`src/rtl/fault_gen_pkg.sv`:
```
// Shared types for the fault-generator blocks: scheduler state encoding,
// default widths and the address handshake record.
package fault_gen_pkg;

    localparam int FG_N_BITS = 8;
    localparam int FG_CNT_W  = 8;

    typedef enum logic [2:0] {
        IDLE,
        SEED,
        STEP,
        CAPT,
        ISSUE,
        GAP,
        DONE
    } sched_state_e;

    typedef struct packed {
        logic                 valid;
        logic [FG_N_BITS-1:0] addr;
    } fault_hs_t;

endpackage

```
`src/rtl/fault_gap_timer.sv`:
```
// Loadable down-counter used to space out fault issues.
// expired is high during the final counted cycle, so a load of G spans G cycles.
module fault_gap_timer #(
    parameter int W = 8
) (
    input  logic         clk,
    input  logic         rst_ni,
    input  logic         load,
    input  logic [W-1:0] load_val,
    input  logic         tick,
    output logic         expired
);

    logic [W-1:0] cnt_q;

    always_ff @(posedge clk or negedge rst_ni) begin
        if (!rst_ni) begin
            cnt_q <= '0;
        end else if (load) begin
            cnt_q <= load_val;
        end else if (tick && cnt_q != '0) begin
            cnt_q <= cnt_q - W'(1);
        end
    end

    assign expired = (cnt_q <= W'(1));

endmodule

```
`src/rtl/fault_inject_sched.sv`:
```
// Sequencer that seeds/steps the external lfsr and issues each stepped value as a
// fault address. Define FAULT_ADDR_MASK_EN to mask addresses and skip all-zero ones.
module fault_inject_sched
    import fault_gen_pkg::*;
#(
    parameter int                N_bits    = FG_N_BITS,
    parameter int                CNT_W     = FG_CNT_W,
    parameter logic [N_bits-1:0] ADDR_MASK = {N_bits{1'b1}}
) (
    input  logic              clk,
    input  logic              rst_ni,
    input  logic              cfg_start_i,
    input  logic              cfg_abort_i,
    input  logic [N_bits-1:0] cfg_seed_i,
    input  logic [CNT_W-1:0]  cfg_num_i,
    input  logic [CNT_W-1:0]  cfg_gap_i,
    output logic              lfsr_start_o,
    output logic              lfsr_en_o,
    output logic [N_bits-1:0] lfsr_seed_o,
    input  logic [N_bits-1:0] lfsr_out_i,
`ifdef FAULT_ADDR_MASK_EN
    output logic              skip_cap_o,
`endif
    output logic              fault_valid_o,
    output logic [N_bits-1:0] fault_addr_o,
    input  logic              fault_ready_i,
    output logic              busy_o,
    output logic              done_o,
    output logic [CNT_W-1:0]  fault_cnt_o
);

    sched_state_e      state_q, state_d;
    logic [CNT_W-1:0]  num_q, gap_q, cnt_next;
    logic [N_bits-1:0] addr_capt;
    logic              start_ok, cnt_inc, capt, gap_load, gap_tick, gap_expired;

    assign start_ok = (state_q == IDLE) && cfg_start_i;
    assign cnt_next = fault_cnt_o + CNT_W'(1);

`ifdef FAULT_ADDR_MASK_EN
    localparam logic [N_bits:0] SKIP_LAST = {1'b0, {N_bits{1'b1}}};
    logic [N_bits:0] skip_cnt_q;
    logic            skip;
    assign addr_capt = lfsr_out_i & ADDR_MASK;
`else
    logic unused_mask_bits;
    assign unused_mask_bits = ^ADDR_MASK;
    assign addr_capt = lfsr_out_i;
`endif

    fault_gap_timer #(.W(CNT_W)) u_gap (
        .clk      (clk),
        .rst_ni   (rst_ni),
        .load     (gap_load),
        .load_val (gap_q),
        .tick     (gap_tick),
        .expired  (gap_expired)
    );

    always_comb begin
        state_d  = state_q;
        cnt_inc  = 1'b0;
        capt     = 1'b0;
        gap_load = 1'b0;
        gap_tick = 1'b0;
`ifdef FAULT_ADDR_MASK_EN
        skip     = 1'b0;
`endif
        case (state_q)
            IDLE: if (cfg_start_i) state_d = (cfg_num_i == '0) ? DONE : SEED;
            SEED: state_d = STEP;
            STEP: state_d = CAPT;
            CAPT: begin
                capt    = 1'b1;
                state_d = ISSUE;
`ifdef FAULT_ADDR_MASK_EN
                if (addr_capt == '0) begin
                    capt    = 1'b0;
                    skip    = 1'b1;
                    state_d = (skip_cnt_q == SKIP_LAST) ? DONE : STEP;
                end
`endif
            end
            ISSUE: if (fault_ready_i) begin
                cnt_inc = 1'b1;
                if (cnt_next == num_q)  state_d = DONE;
                else if (gap_q == '0)   state_d = STEP;
                else begin
                    state_d  = GAP;
                    gap_load = 1'b1;
                end
            end
            GAP: begin
                gap_tick = 1'b1;
                if (gap_expired) state_d = STEP;
            end
            DONE:    state_d = IDLE;
            default: state_d = IDLE;
        endcase
        // Abort wins over everything, including a handshake in the same cycle.
        if (cfg_abort_i && state_q != IDLE) begin
            state_d  = IDLE;
            cnt_inc  = 1'b0;
            gap_load = 1'b0;
`ifdef FAULT_ADDR_MASK_EN
            skip     = 1'b0;
`endif
        end
    end

    // Outputs are decoded from the next state so they are flops aligned with state_q.
    always_ff @(posedge clk or negedge rst_ni) begin
        if (!rst_ni) begin
            state_q       <= IDLE;
            num_q         <= '0;
            gap_q         <= '0;
            lfsr_seed_o   <= '0;
            lfsr_start_o  <= 1'b0;
            lfsr_en_o     <= 1'b0;
            fault_valid_o <= 1'b0;
            fault_addr_o  <= '0;
            busy_o        <= 1'b0;
            done_o        <= 1'b0;
            fault_cnt_o   <= '0;
        end else begin
            state_q       <= state_d;
            lfsr_start_o  <= (state_d == SEED);
            lfsr_en_o     <= (state_d == STEP);
            fault_valid_o <= (state_d == ISSUE);
            busy_o        <= (state_d != IDLE);
            done_o        <= (state_d == DONE);
            if (start_ok) begin
                lfsr_seed_o <= cfg_seed_i;
                num_q       <= cfg_num_i;
                gap_q       <= cfg_gap_i;
                fault_cnt_o <= '0;
            end else if (cnt_inc) begin
                fault_cnt_o <= cnt_next;
            end
            if (capt) fault_addr_o <= addr_capt;
        end
    end

`ifdef FAULT_ADDR_MASK_EN
    always_ff @(posedge clk or negedge rst_ni) begin
        if (!rst_ni) begin
            skip_cnt_q <= '0;
            skip_cap_o <= 1'b0;
        end else if (start_ok) begin
            skip_cnt_q <= '0;
            skip_cap_o <= 1'b0;
        end else if (skip) begin
            skip_cnt_q <= skip_cnt_q + 1'b1;
            if (skip_cnt_q == SKIP_LAST) skip_cap_o <= 1'b1;
        end else if (capt) begin
            skip_cnt_q <= '0;
        end
    end
`endif

endmodule

```
`config.mk`:
```
export PLATFORM = sky130hd
export DESIGN_NAME = fault_inject_sched
export DESIGN_NICKNAME = d
export VERILOG_FILES = /design/src/rtl/fault_gen_pkg.sv /design/src/rtl/fault_gap_timer.sv /design/src/rtl/fault_inject_sched.sv
export SDC_FILE = /design/constraint.sdc
export NUM_CORES = 1
export LEC_CHECK = 0
export CAP_MARGIN = 20
export CORE_MARGIN = 2
export CORE_UTILIZATION = 45
export DETAILED_ROUTE_END_ITERATION = 8
export PLACE_DENSITY = 0.76
export SLEW_MARGIN = 20
export SYNTH_ARGS = -nofsm -noshare
export SYNTH_HDL_FRONTEND = slang
export SYNTH_SLANG_ARGS = --single-unit
```
`constraint.sdc`:
```
create_clock -name clk -period 2.29 [get_ports clk]
set_input_delay 0.3435 -clock clk [delete_from_list [all_inputs] [get_ports clk]]
set_output_delay 0.3435 -clock clk [all_outputs]
set_load 0.1 [all_outputs]
```
---- Word-level counts from Yosys, hierarchy flattened ----
Cells that the tools add are included.
operators by class
  $add $sub $neg .......................... 2
  mux-type cells .......................... 22
  reduce and logical (&&, ||, !) cells .... 11
  $lt $le $gt $ge ......................... 1
  equality and inequality tests ........... 10
operator list
  operator                                                        count
  two-way mux 8 bit                                               4
  two-way mux 3 bit                                               7
  case mux 3 bit (6 select lines)                                 1
  logical NOT 8 bit                                               2
  == test 3 bit, second input constant                            4
  two-way mux 1 bit                                               10
  == test 3 x 2 -> 1 bit, second input constant                   3
  adder 8 x 1 -> 8 bit, second input constant                     1
  == test 8 bit                                                   1
  less-or-equal comparator 8 x 1 -> 1 bit, second input constant  1
  nonzero test 8 bit                                              1
  subtractor 8 x 1 -> 8 bit, second input constant                1
  == test 3 x 1 -> 1 bit, second input constant                   2
  nonzero test 3 bit                                              2
  nonzero test 2 bit                                              2
  logical AND 1 bit                                               3
  logical NOT 3 bit                                               1
storage, ports and cells
  output and inout port bits .............. 29
  bits in registers ....................... 56

---- Longest topological paths before layout ----
Gate-level depths: netlist (run 1).
  depth after elaboration ................. 7
  depth in mapped cells ................... 8
  gate-level depth less buffers ........... 7

---- Modules after synthesis ----
Synthesis (run 1) repeated with hierarchy kept, for this count alone.
unflattened totals
  cell total of the unflattened synthesis .. 316
  area total of the unflattened synthesis .. 3001.6 um2
modules (own cells, without submodules)
  module              cells an instance  instances  area an instance (um2)
  fault_inject_sched  251                1          2432.3
  fault_gap_timer     65                 1          569.3

---- Worst setup path after synthesis (run 1) ----
OpenSTA, ideal clock, no wires.
  path kind ............................... reg2reg
  start point ............................. register fault_cnt_o[0]
  end point ............................... register u_gap.cnt_q[0]
  cell stages (with the launch flop) ...... 9
  path slack .............................. -0.772 ns
  buffers on the path ..................... 1
  arrival time ............................ 2.937 ns
  data required time ...................... 2.165 ns
  cells stage by stage .................... dfrtp_1 -> ha_1 -> and4_2 -> a21oi_1 -> nand4b_1 -> or4_1 -> buf_6 -> nand3_2 -> mux2_2
between the ends
  longest elaborated chain between the ends .. 7
RTL lines
  element                                                         line                       source
  from (decl)                                                     fault_inject_sched.sv:29   output logic [CNT_W-1:0] fault_cnt_o
  from (signal assigned)                                          fault_inject_sched.sv:138  fault_cnt_o <= cnt_next;
  adder 8 x 1 -> 8 bit *                                          fault_inject_sched.sv:38   assign cnt_next = fault_cnt_o + CNT_W'(1);
  == test 8 bit *                                                 fault_inject_sched.sv:86   if (cnt_next == num_q) state_d = DONE;
  two-way mux 1 bit *                                             fault_inject_sched.sv:86
  two-way mux 1 bit *                                             fault_inject_sched.sv:84   ISSUE: if (fault_ready_i) begin
  two-way mux 1 bit *                                             fault_inject_sched.sv:69   case (state_q)
  two-way mux 1 bit *                                             fault_inject_sched.sv:101  if (cfg_abort_i && state_q != IDLE) begin
  two-way mux 8 bit / nonzero test 2 bit (equally long branches)  n/a
  to (signal assigned)                                            fault_gap_timer.sv:20      cnt_q <= load_val;
  to (signal assigned)                                            fault_gap_timer.sv:22      cnt_q <= cnt_q - W'(1);
  to (decl)                                                       fault_gap_timer.sv:14      logic [W-1:0] cnt_q;
Mark *: on every way between the ends. The rest lies on a longest branch, timed or not.
A chain may end at the register's enable or synchronous reset.

---- Worst setup path after layout (run 1) ----
  start point ............................. register fault_cnt_o[1]
  end point ............................... register u_gap.cnt_q[5]
Same word-level chain as after synthesis.

==> run metrics, run 1 <==
outcome complete, but fails checks; failing checks negative setup slack; HPWL Detailed 4.61 mm; Initial DRC Count 201; actual slew at the worst max-slew pin 447 ps; final std cells w/o fill 411; Synth Net Count 293; post-route minimum period 2300 ps; pin count of the biggest net entering global routing 24; met2 wire length 3.07 mm; area share of fa/ha/maj cells after synthesis 1.33%; Initial DRT Pass Iterations 4; layout cell share with drive strength beyond 1 37.8%; routed wire length 6.14 mm; CTS buffer count 5; Synth Cell Area 2810 µm²; IO Pins 66; Peak VDD IR a little over 900 µV; Hold WC Path Type in -> async; largest family of logic cells by synthesized area simple AND/OR/NAND/NOR gates; synth top area cells dfrtp_1, mux2_2, xnor2_1, nor2_1, o21ai_0; Worst-path clk slew 100 ps; max cap viols 0; worst setup margin -7.45 ps; number of distinct library cells after synthesis 49; Synth top cells by count dfrtp_1, mux2_2, nor2_1; critical path's slowest cell or4_4; XOR/XNOR Fraction of Synth Area 5.60%; Pleak 0.00165 µW; Slew HR a little over two thirds; pre-CTS WS -91.3 ps; worst clock skew 8.19 ps; max incr delay on CP 620 ps; post-route cell area 3880 µm²; Synth Register Bits 56; Post-synth EDFFs 0; Area growth syn-to-layout 37.9%; Skew-Pair Late Insertion Delay 310 ps; vias per inst around 5.5; syn avg cell area 11.1 µm²; Antenna Nets Post-Route 0; DP Area 3670 µm²; critical path launch point type flip-flop; Avg WL per Cell between 10 and 15 µm; Max Clock Freq between 0.4 and 0.5 GHz; placed cells 401; Synth Area in Compound Gates between 10% and 20%; Root Driver clkbuf_8; RSZ-0062 raised after global routing yes; first-pass GRT wire length 10.4 mm; register area share after synthesis 49.8%; WS Path Type reg -> reg; met1 WL 2.69 mm; Final Hold Fails 0; routability cong. ~0.84; Die ar. 6900 µm²; vias post-DR 2243; Initial Utilization a little under half; Detail Route met3 WL 269 µm; TritonCTS clock tree built; H-tree depth 2; Crit path required time 2480 ps; yosys warns 0; clock sink count 56; number of global-route vias before repair around 2200; final setup fails 1; DRC 0; CP endpoint kind flip-flop; # diodes 0; post-synthesis mux area share 14.0%; final core utilization about two thirds; CTS max path bufs 2; leading area contributor after synthesis dfrtp_1; most common cell in the netlist dfrtp_1; Power Dens Cells 1560 nW/µm²; top_reg_cell synth dfrtp_1; Site Rows 28; total grt overflow 0; Die X between 80 and 90 µm; Arrival @ worst endpoint 2490 ps; Synth top area share between 40% and 50%; Highest Signal Layer met4; PortBufs 65; Synth Area in Simple Gates between 10% and 20%; chip height 83.1 µm; Post-synth ARST share 100%; core area 5990 µm²; initial antenna violation count 0; Pwr Total 6050 µW; final net count approximately 380; crit path max fanout 8; crit-path cells ha_4 -> nor2b_4 -> o21bai_1 -> a211oi_2 -> or4_4 -> and3_4 -> a311o_1; filler cell count a little under 500; All-Layer GR Usage 18.2%; Slew Limit Fails 0; part of the cycle the worst path needs 100%; Cells after Synth about 250
==> worst max-delay path, delay by kind of cell, from the launching register on <==
family	cells	cell delay [ps]
adders and majority gates	1	180
and+or+nand+nor	3	940
AOI/OAI and AO/OA	3	550
DFF	1	500
==> state kept, by name, indices dropped and copies added (netlist names) <==
| register | cells |
|---|---|
| lfsr_en_o | 1 |
| lfsr_start_o | 1 |
| fault_valid_o | 1 |
| busy_o | 1 |
| fault_cnt_o | 8 |
| fault_addr_o | 8 |
| num_q | 8 |
| gap_q | 8 |
| state_q | 3 |
| lfsr_seed_o | 8 |
| done_o | 1 |
| u_gap.cnt_q | 8 |
==> logic make-up after synthesis <==
| kind of cell | after synthesis |
|---|---|
| fa+ha+maj | 3 |
| xor+xnor | 18 |
| flops | 56 |
| mux | 35 |
| buf+inv | 18 |
| compound gates | 44 |
| simple gates | 79 |
==> layout make-up <==
type	count	area, µm²	area share (%)
well taps	75	93.8	2.42
clock buffers	7	96.3	2.48
flip-flops and latches	56	1430	36.9
inverters	5	18.8	0.484
multi-input cells	179	1460	37.6
repair buffers	88	748	19.3
clock inverters	1	30.0	0.774
==> final timing paths <==
path                                      start         endpoint  slack, ps  cells after the start
min in group clk                fault_addr_o[4]  fault_addr_o[4]        520                      1
worst max-delay path             fault_cnt_o[1]   u_gap.cnt_q[5]         -7                      7
worst max register to register   fault_cnt_o[1]   u_gap.cnt_q[5]         -7                      7
worst min-delay path                     rst_ni         num_q[5]        480                      2
max in group asynchronous                rst_ni   fault_cnt_o[5]       1140                      3
worst min register to register  fault_addr_o[4]  fault_addr_o[4]        520                      1
==> metal layers <==
metal  up-vias  track usage [%]
met4         0             5.37
met1      1093             23.5
met3        11             3.38
met5         -                0
li1       1076                -
met2        63             31.1
==> metrics by stage <==
stage,hold WS (ps),TNS (ps)
2_1_floorplan,47.9,-1130
3_3_place_gp,304,-86.5
3_5_place_dp,306,-259
4_1_cts,503,-24.5
5_1_grt,522,-436
6_report,485,-7.45
==> repair_timing <==
| item | in CTS | in global routing |
|---|---|---|
| buffers inserted | 2 | 0 |
| endpoints found under the hold margin | 17 | 0 |
| setup endpoints to repair | 8 | 12 |
| resized for setup | 3 | 9 |
| hold buffers | 1 | 0 |
| pin swaps | 0 | 1 |
==> placed cells by master (no fill, tap or decap), types with 3 or more instances in the layout <==
cell / synthesis / routed
xor2_1: 6 / 6
nand2b_1: 3 / 3
o21ai_0: 13 / 13
a311o_1: 5 / 5
xnor2_1: 12 / 10
mux2_2: 35 / 32
o31ai_1: 3 / 3
nor3_1: 3 / 3
and3_1: 6 / 3
buf_4: 1 / 51
nor4_1: 6 / 4
a21oi_1: 6 / 6
mux2_4: 0 / 3
nor2b_1: 4 / 3
dfrtp_1: 56 / 48
inv_1: 5 / 4
and3_4: 0 / 3
nand2_1: 13 / 12
dfrtp_4: 0 / 8
clkdlybuf4s50_1: 0 / 35
nor2_1: 22 / 22
clkbuf_8: 0 / 7
nand3_1: 6 / 6
==> where the power goes <==
part | total [µW] | leakage (µW) | switching [µW] | internal [µW]
clock | 697 | 0.0000645 | 310 | 386
combinational | 3540 | 0.000917 | 2270 | 1270
sequential | 1820 | 0.000670 | 382 | 1430
Note: power is estimated with default switching activity, not from simulation.
==> inputs of run 2 (changes only) <==
--- a/config.mk
+++ b/config.mk
@@ -5,11 +5,12 @@
 export SDC_FILE = /design/constraint.sdc
 export NUM_CORES = 1
 export LEC_CHECK = 0
-export CAP_MARGIN = 20
+export CELL_PAD_IN_SITES_DETAIL_PLACEMENT = 1
+export CELL_PAD_IN_SITES_GLOBAL_PLACEMENT = 2
 export CORE_MARGIN = 2
-export CORE_UTILIZATION = 45
+export CORE_UTILIZATION = 29
 export DETAILED_ROUTE_END_ITERATION = 8
-export PLACE_DENSITY = 0.76
+export PLACE_DENSITY_LB_ADDON = 0.1
 export SLEW_MARGIN = 20
 export SYNTH_ARGS = -nofsm -noshare
 export SYNTH_HDL_FRONTEND = slang
==> run metrics, run 2 (synthesis results as in run 1) <==
outcome complete, but fails checks; failing checks negative setup slack; share of total power in sequential cells 29.1% (-0.9 points); final setup fails 8 (+7); setup TNS -233 ps (-225 ps); CTS buffer count 5 (unchanged); Max Clock Freq 0.428 GHz (-1.7%); total grt overflow 0 (unchanged); Die ar. 10500 µm² (+52%); HPWL Detailed 5.36 mm (+16%); Switching Power 3020 µW (+2.0%); pin count of the biggest net entering global routing 57 (+140%); worst clock skew 8.11 ps (-0.0773 ps); reg2reg start fault_cnt_o[2]; Avg WL per Cell 15.0 µm (+0.21%); pre-CTS WS -107 ps (-15.9 ps); Arrival @ worst endpoint 2540 ps (+50 ps); Reg2Reg Depth 7 (unchanged); PortBufs 65 (unchanged); Power Dens Cells 1500 nW/µm² (-3.7%); All-Layer GR Usage 14.8% (-3.4 points); placed cells 477 (+19%); Root Driver clkbuf_8; Area growth syn-to-layout 45.7%; final net count 398 (+6.1%); Initial DRT Pass Iterations 4 (unchanged); WS Path Type reg -> reg; routed wire length 7.30 mm (+19%); Crit path required time 2490 ps (about the same); Initial DRC Count 37 (-82%); CP endpoint kind flip-flop; Sw Share 49.0% (+0.080 points); core area 9330 µm² (+56%); post-route minimum period 2340 ps (+39.2 ps); Final Hold Fails 0 (unchanged); clock sink count 56 (unchanged); Slew HR 50.2% (-20 points); Slew Limit Fails 0 (unchanged); Clk pwr share 11.1% (-0.4 points); Initial Utilization 30.2% (-17 points); part of the cycle the worst path needs 102% (+1.7 points); layout cell share with drive strength beyond 1 42.3% (+4.5 points); Hold WC Path Type in -> async; vias post-DR 2306 (+2.8%); DRC 0 (unchanged); initial antenna violation count 0 (unchanged); terminus of the critical flop-to-flop path u_gap.cnt_q[7]; max cap viols 0 (unchanged); actual slew at the worst max-slew pin 747 ps (+300 ps); Pleak 0.00175 µW (+5.7%); most frequent cells in the layout buf_4, dfrtp_1, clkdlybuf4s50_1, mux2_2, nor2_1; final core utilization 43.9% (-21 points); vias per inst 4.73 (-13%); IO Pins 66 (unchanged); worst setup margin -46.7 ps (-39.2 ps); # diodes 0 (unchanged); RSZ-0062 raised after global routing yes; Site Rows 35 (+25%); CTS max path bufs 2 (unchanged); commonest non-fill, non-tap cell in the layout buf_4; crit path max fanout 8 (unchanged); H-tree depth 2 (unchanged); Worst-path clk slew 110 ps (about the same); internal power 3140 µW (+1.6%); Antenna Nets Post-Route 0 (unchanged); critical path launch point type flip-flop; routability cong. 0.764 (-9.5%); Peak VDD IR 858 µV (-7.5%); first-pass GRT wire length 12.1 mm (+17%); TritonCTS clock tree built; chip height 102 µm (+23%); r2r setup slk -50 ps (-40 ps); Die X 102 µm (+23%); Skew-Pair Late Insertion Delay 310 ps (about the same); Logic pwr share 59.9% (+1.4 points); final std cells w/o fill 488 (+19%); number of global-route vias before repair 2436 (+8.8%)
==> run 2: changes by cell type in the layout (fill, tap and decap cells not counted), sizes merged <==
cell and delta:
clkbuf -2, buf +24, clkinvlp +1, dlygate4sd3 -1, inv +1
==> run 2: how the worst max path moves through the flow <==
stage / start / endpoint / slack, ps / cells past startpoint
after CTS: fault_cnt_o[1] / u_gap.cnt_q[7] / -20 / 8
after global placement: cfg_num_i[0] / done_o / -60 / 8
after floorplan: fault_cnt_o[2] / u_gap.cnt_q[0] / -140 / 8
after detailed placement: cfg_num_i[0] / done_o / -110 / 8
after global routing: fault_cnt_o[2] / u_gap.cnt_q[3] / -110 / 7
final: fault_cnt_o[2] / u_gap.cnt_q[7] / -50 / 7
==> run 2: area by class of cell <==
class,count,area (µm²)
fill,1030,5230
multi-input combinational,179,1440
sequential,56,1430
clock buffer,5,68.8
clock inverter,3,46.3
timing repair buffer,111,933
inverter,5,18.8
tap,129,161
==> run 2: repair_timing <==
item,4_1_cts,5_1_grt
pin swaps,1,4
hold buffers,0,0
gates resized for setup,3,12
cloned,0,1
setup endpoints to repair,8,11
setup buffers,1,1
==> run 2: per-stage QoR <==
step,total power (µW),hold slack [ps],cell area (µm²)
after global routing,6560,250,4100
after global placement,5410,491,3900
after detailed placement,5460,499,3900
final,6160,140,4100
after floorplan,4420,47.9,2910
after CTS,6190,198,4040
==> run 2: power by group through the flow <==
| stage | registers (µW) | logic [µW] | clock network [µW] |
|---|---|---|---|
| 6_report | 1790 | 3690 | 681 |
| 5_1_grt | 1860 | 3950 | 748 |
| 4_1_cts | 1790 | 3680 | 718 |
| 3_5_place_dp | 1810 | 3640 | 0 |
| 3_3_place_gp | 1800 | 3620 | 0 |
| 2_1_floorplan | 3110 | 1310 | 0 |
==> run 2: per-layer routing <==
metal | GRT usage (%) | wire length, µm
met1 | 20.9 | 3570
met5 | 0 | 0
met4 | 3.38 | 57
met2 | 23.9 | 3430
met3 | 2.33 | 239
==> run 2: worst max-delay path: stages (launching register included) <==
cell	delay, ps
dfrtp_4	540
xnor2_2	140
nor2_1	60
o32a_1	320
or4_4	570
buf_6	160
and3_1	160
a311o_1	270
==> inputs of run 3 (changes only) <==
--- a/config.mk
+++ b/config.mk
@@ -5,12 +5,13 @@
 export SDC_FILE = /design/constraint.sdc
 export NUM_CORES = 1
 export LEC_CHECK = 0
-export CELL_PAD_IN_SITES_DETAIL_PLACEMENT = 1
-export CELL_PAD_IN_SITES_GLOBAL_PLACEMENT = 2
+export CELL_PAD_IN_SITES_DETAIL_PLACEMENT = 0
+export CELL_PAD_IN_SITES_GLOBAL_PLACEMENT = 1
 export CORE_MARGIN = 2
-export CORE_UTILIZATION = 29
+export CORE_UTILIZATION = 35
 export DETAILED_ROUTE_END_ITERATION = 8
 export PLACE_DENSITY_LB_ADDON = 0.1
+export REMOVE_ABC_BUFFERS = 1
 export SLEW_MARGIN = 20
 export SYNTH_ARGS = -nofsm -noshare
 export SYNTH_HDL_FRONTEND = slang
==> run metrics, run 3 (synthesis results as in run 1) <==
actual slew at the worst max-slew pin 593 ps (-154 ps); worst setup margin 31.8 ps (+78.5 ps); WS Path Type reg -> reg; Skew-Pair Late Insertion Delay 310 ps (about the same); Max Clock Freq 0.443 GHz (+3.5%); filler cell count 740 (-28%); number of global-route vias before repair 2372 (-2.6%); Peak VDD IR 1080 µV (+26%); pre-CTS WS -149 ps (-41.7 ps); final setup fails 0 (-8); crit path max fanout 8 (unchanged); All-Layer GR Usage 16.2% (+1.4 points); Crit. path cell count 7 (unchanged); Arrival @ worst endpoint 2460 ps (-80 ps); routability cong. 0.806 (+5.5%); Area growth syn-to-layout 41.6%; RSZ-0062 raised after global routing yes; Initial Utilization 36.2% (+6.1 points); PortBufs 65 (unchanged); Antenna Nets Post-Route 0 (unchanged); Crit path required time 2490 ps (about the same); H-tree depth 2 (unchanged); layout cell share with drive strength beyond 1 38.9% (-3.4 points); Final Hold Fails 0 (unchanged); routed wire length 6.66 mm (-8.8%); core area 7770 µm² (-17%); Avg WL per Cell 14.5 µm (-3.0%); first-pass GRT wire length 11.2 mm (-7.7%); outcome complete, no violations; part of the cycle the worst path needs 98.6% (-3.4 points); vias per inst 5.04 (+6.7%); # diodes 0 (unchanged); IO Pins 66 (unchanged); critical path launch point type flip-flop; CTS max path bufs 2 (unchanged); Reg2Reg Depth 7 (unchanged); vias post-DR 2314 (+0.35%); Slew Limit Fails 0 (unchanged); Initial DRC Count 55 (+49%); final net count 396 (-0.50%); Pwr Total 5940 µW (-3.6%); DRC 0 (unchanged); commonest non-fill, non-tap cell in the layout buf_4; CTS buffer count 5 (unchanged); Root Driver clkbuf_8; total grt overflow 0 (unchanged); max incr delay on CP 580 ps (about the same); Site Rows 32 (-8.6%); HPWL Detailed 4.89 mm (-8.8%); worst clock skew 11.7 ps (+3.56 ps); Hold WC Path Type in -> async; Hold-fix buffers, CTS 0 (unchanged); Die X 93.6 µm (-8.6%); max cap viols 0 (unchanged); crit-path cells ha_4 -> and4_4 -> a21oi_1 -> nand4b_1 -> or4_4 -> and3_4 -> a311o_1; CP endpoint kind flip-flop; TritonCTS clock tree built; Worst-path clk slew 110 ps (about the same); setup TNS 0 ps (+233 ps); chip height 93.6 µm (-8.6%); Die ar. 8770 µm² (-17%); initial antenna violation count 0 (unchanged); critical path's slowest cell or4_4; post-route minimum period 2260 ps (-78.5 ps); delay-heaviest family, CP simple AND/OR/NAND/NOR gates; Power Dens Cells 1490 nW/µm² (-0.87%); most frequent cells in the layout buf_4, dfrtp_1, clkdlybuf4s50_1, mux2_2, nor2_1; crit path buf inv count 0 (-1); pin count of the biggest net entering global routing 33 (-42%); Pleak 0.00174 µW (-0.22%); clock sink count 56 (unchanged); Initial DRT Pass Iterations 4 (unchanged); Slew HR 60.5% (+10 points)
[run 3: cell count changes in the layout (fill, tap and decap cells not counted), moves of 2 or more]
| cell | previous run | this run |
|---|---|---|
| buf_4 | 71 | 69 |
| dfrtp_1 | 48 | 54 |
| dfrtp_2 | 0 | 2 |
| dfrtp_4 | 8 | 0 |
[run 3: what timing repair did]
action	4_1_cts	5_1_grt
hold endpoints to repair	0	0
pin swaps	4	8
setup endpoints to repair	10	12
resized for setup	12	10
setup buffers	5	0
[run 3: per-layer routing]
layer / vias to the layer above / GRT usage (%) / routed length, µm
li1: 1117 / - / -
met1: 1135 / 22.4 / 3160
met2: 57 / 24.7 / 3090
met3: 5 / 3.38 / 347
met4: 0 / 6.64 / 59
met5: - / 0 / 0
[run 3: path summary, 6_finish.rpt]
kind / start / endpoint / slack [ps]
min reg2reg: fault_addr_o[3] / fault_addr_o[3] / 520
min in group clk: fault_addr_o[3] / fault_addr_o[3] / 520
max reg2reg: fault_cnt_o[0] / u_gap.cnt_q[5] / 30
max: fault_cnt_o[0] / u_gap.cnt_q[5] / 30
min: rst_ni / gap_q[5] / 20
max in group asynchronous: rst_ni / fault_cnt_o[2] / 1680
[run 3: metrics by stage]
| stage | std cells | util [%] | hold WS, ps | cell area [µm²] |
|---|---|---|---|---|
| finish | 459 | 51.3 | 24.2 | 3980 |
| global route | 459 | 51.3 | 58.4 | 3980 |
| CTS | 460 | 50.9 | 39.3 | 3950 |
| detailed placement | 447 | 48.6 | 394 | 3770 |
| global placement | 447 | 48.6 | 389 | 3770 |
| floorplan | 240 | - | 47.9 | 2750 |
[run 3: power breakdown]
group	leakage, µW	total, µW	internal (µW)	switching, µW
Combinational	0.00101	3560	1310	2250
Clock	0.0000491	582	226	355
Sequential	0.000682	1790	1430	366
[run 3: area by class of cell]
| cell class | count | area (µm²) | share of cell area, % |
|---|---|---|---|
| flip-flops and latches | 56 | 1400 | 35.2 |
| clock buffers | 5 | 68.8 | 1.73 |
| well taps | 102 | 128 | 3.20 |
| inverters | 5 | 18.8 | 0.471 |
| repair buffers | 109 | 927 | 23.3 |
| multi-input cells | 179 | 1410 | 35.4 |
| clock inverters | 3 | 26.3 | 0.660 |
[run 3: worst register-to-register path, stage by stage (launching register included)]
cell and delay [ps]:
dfrtp_1 440, ha_4 200, and4_4 220, a21oi_1 60, nand4b_1 170, or4_4 580
and3_4 210, a311o_1 260
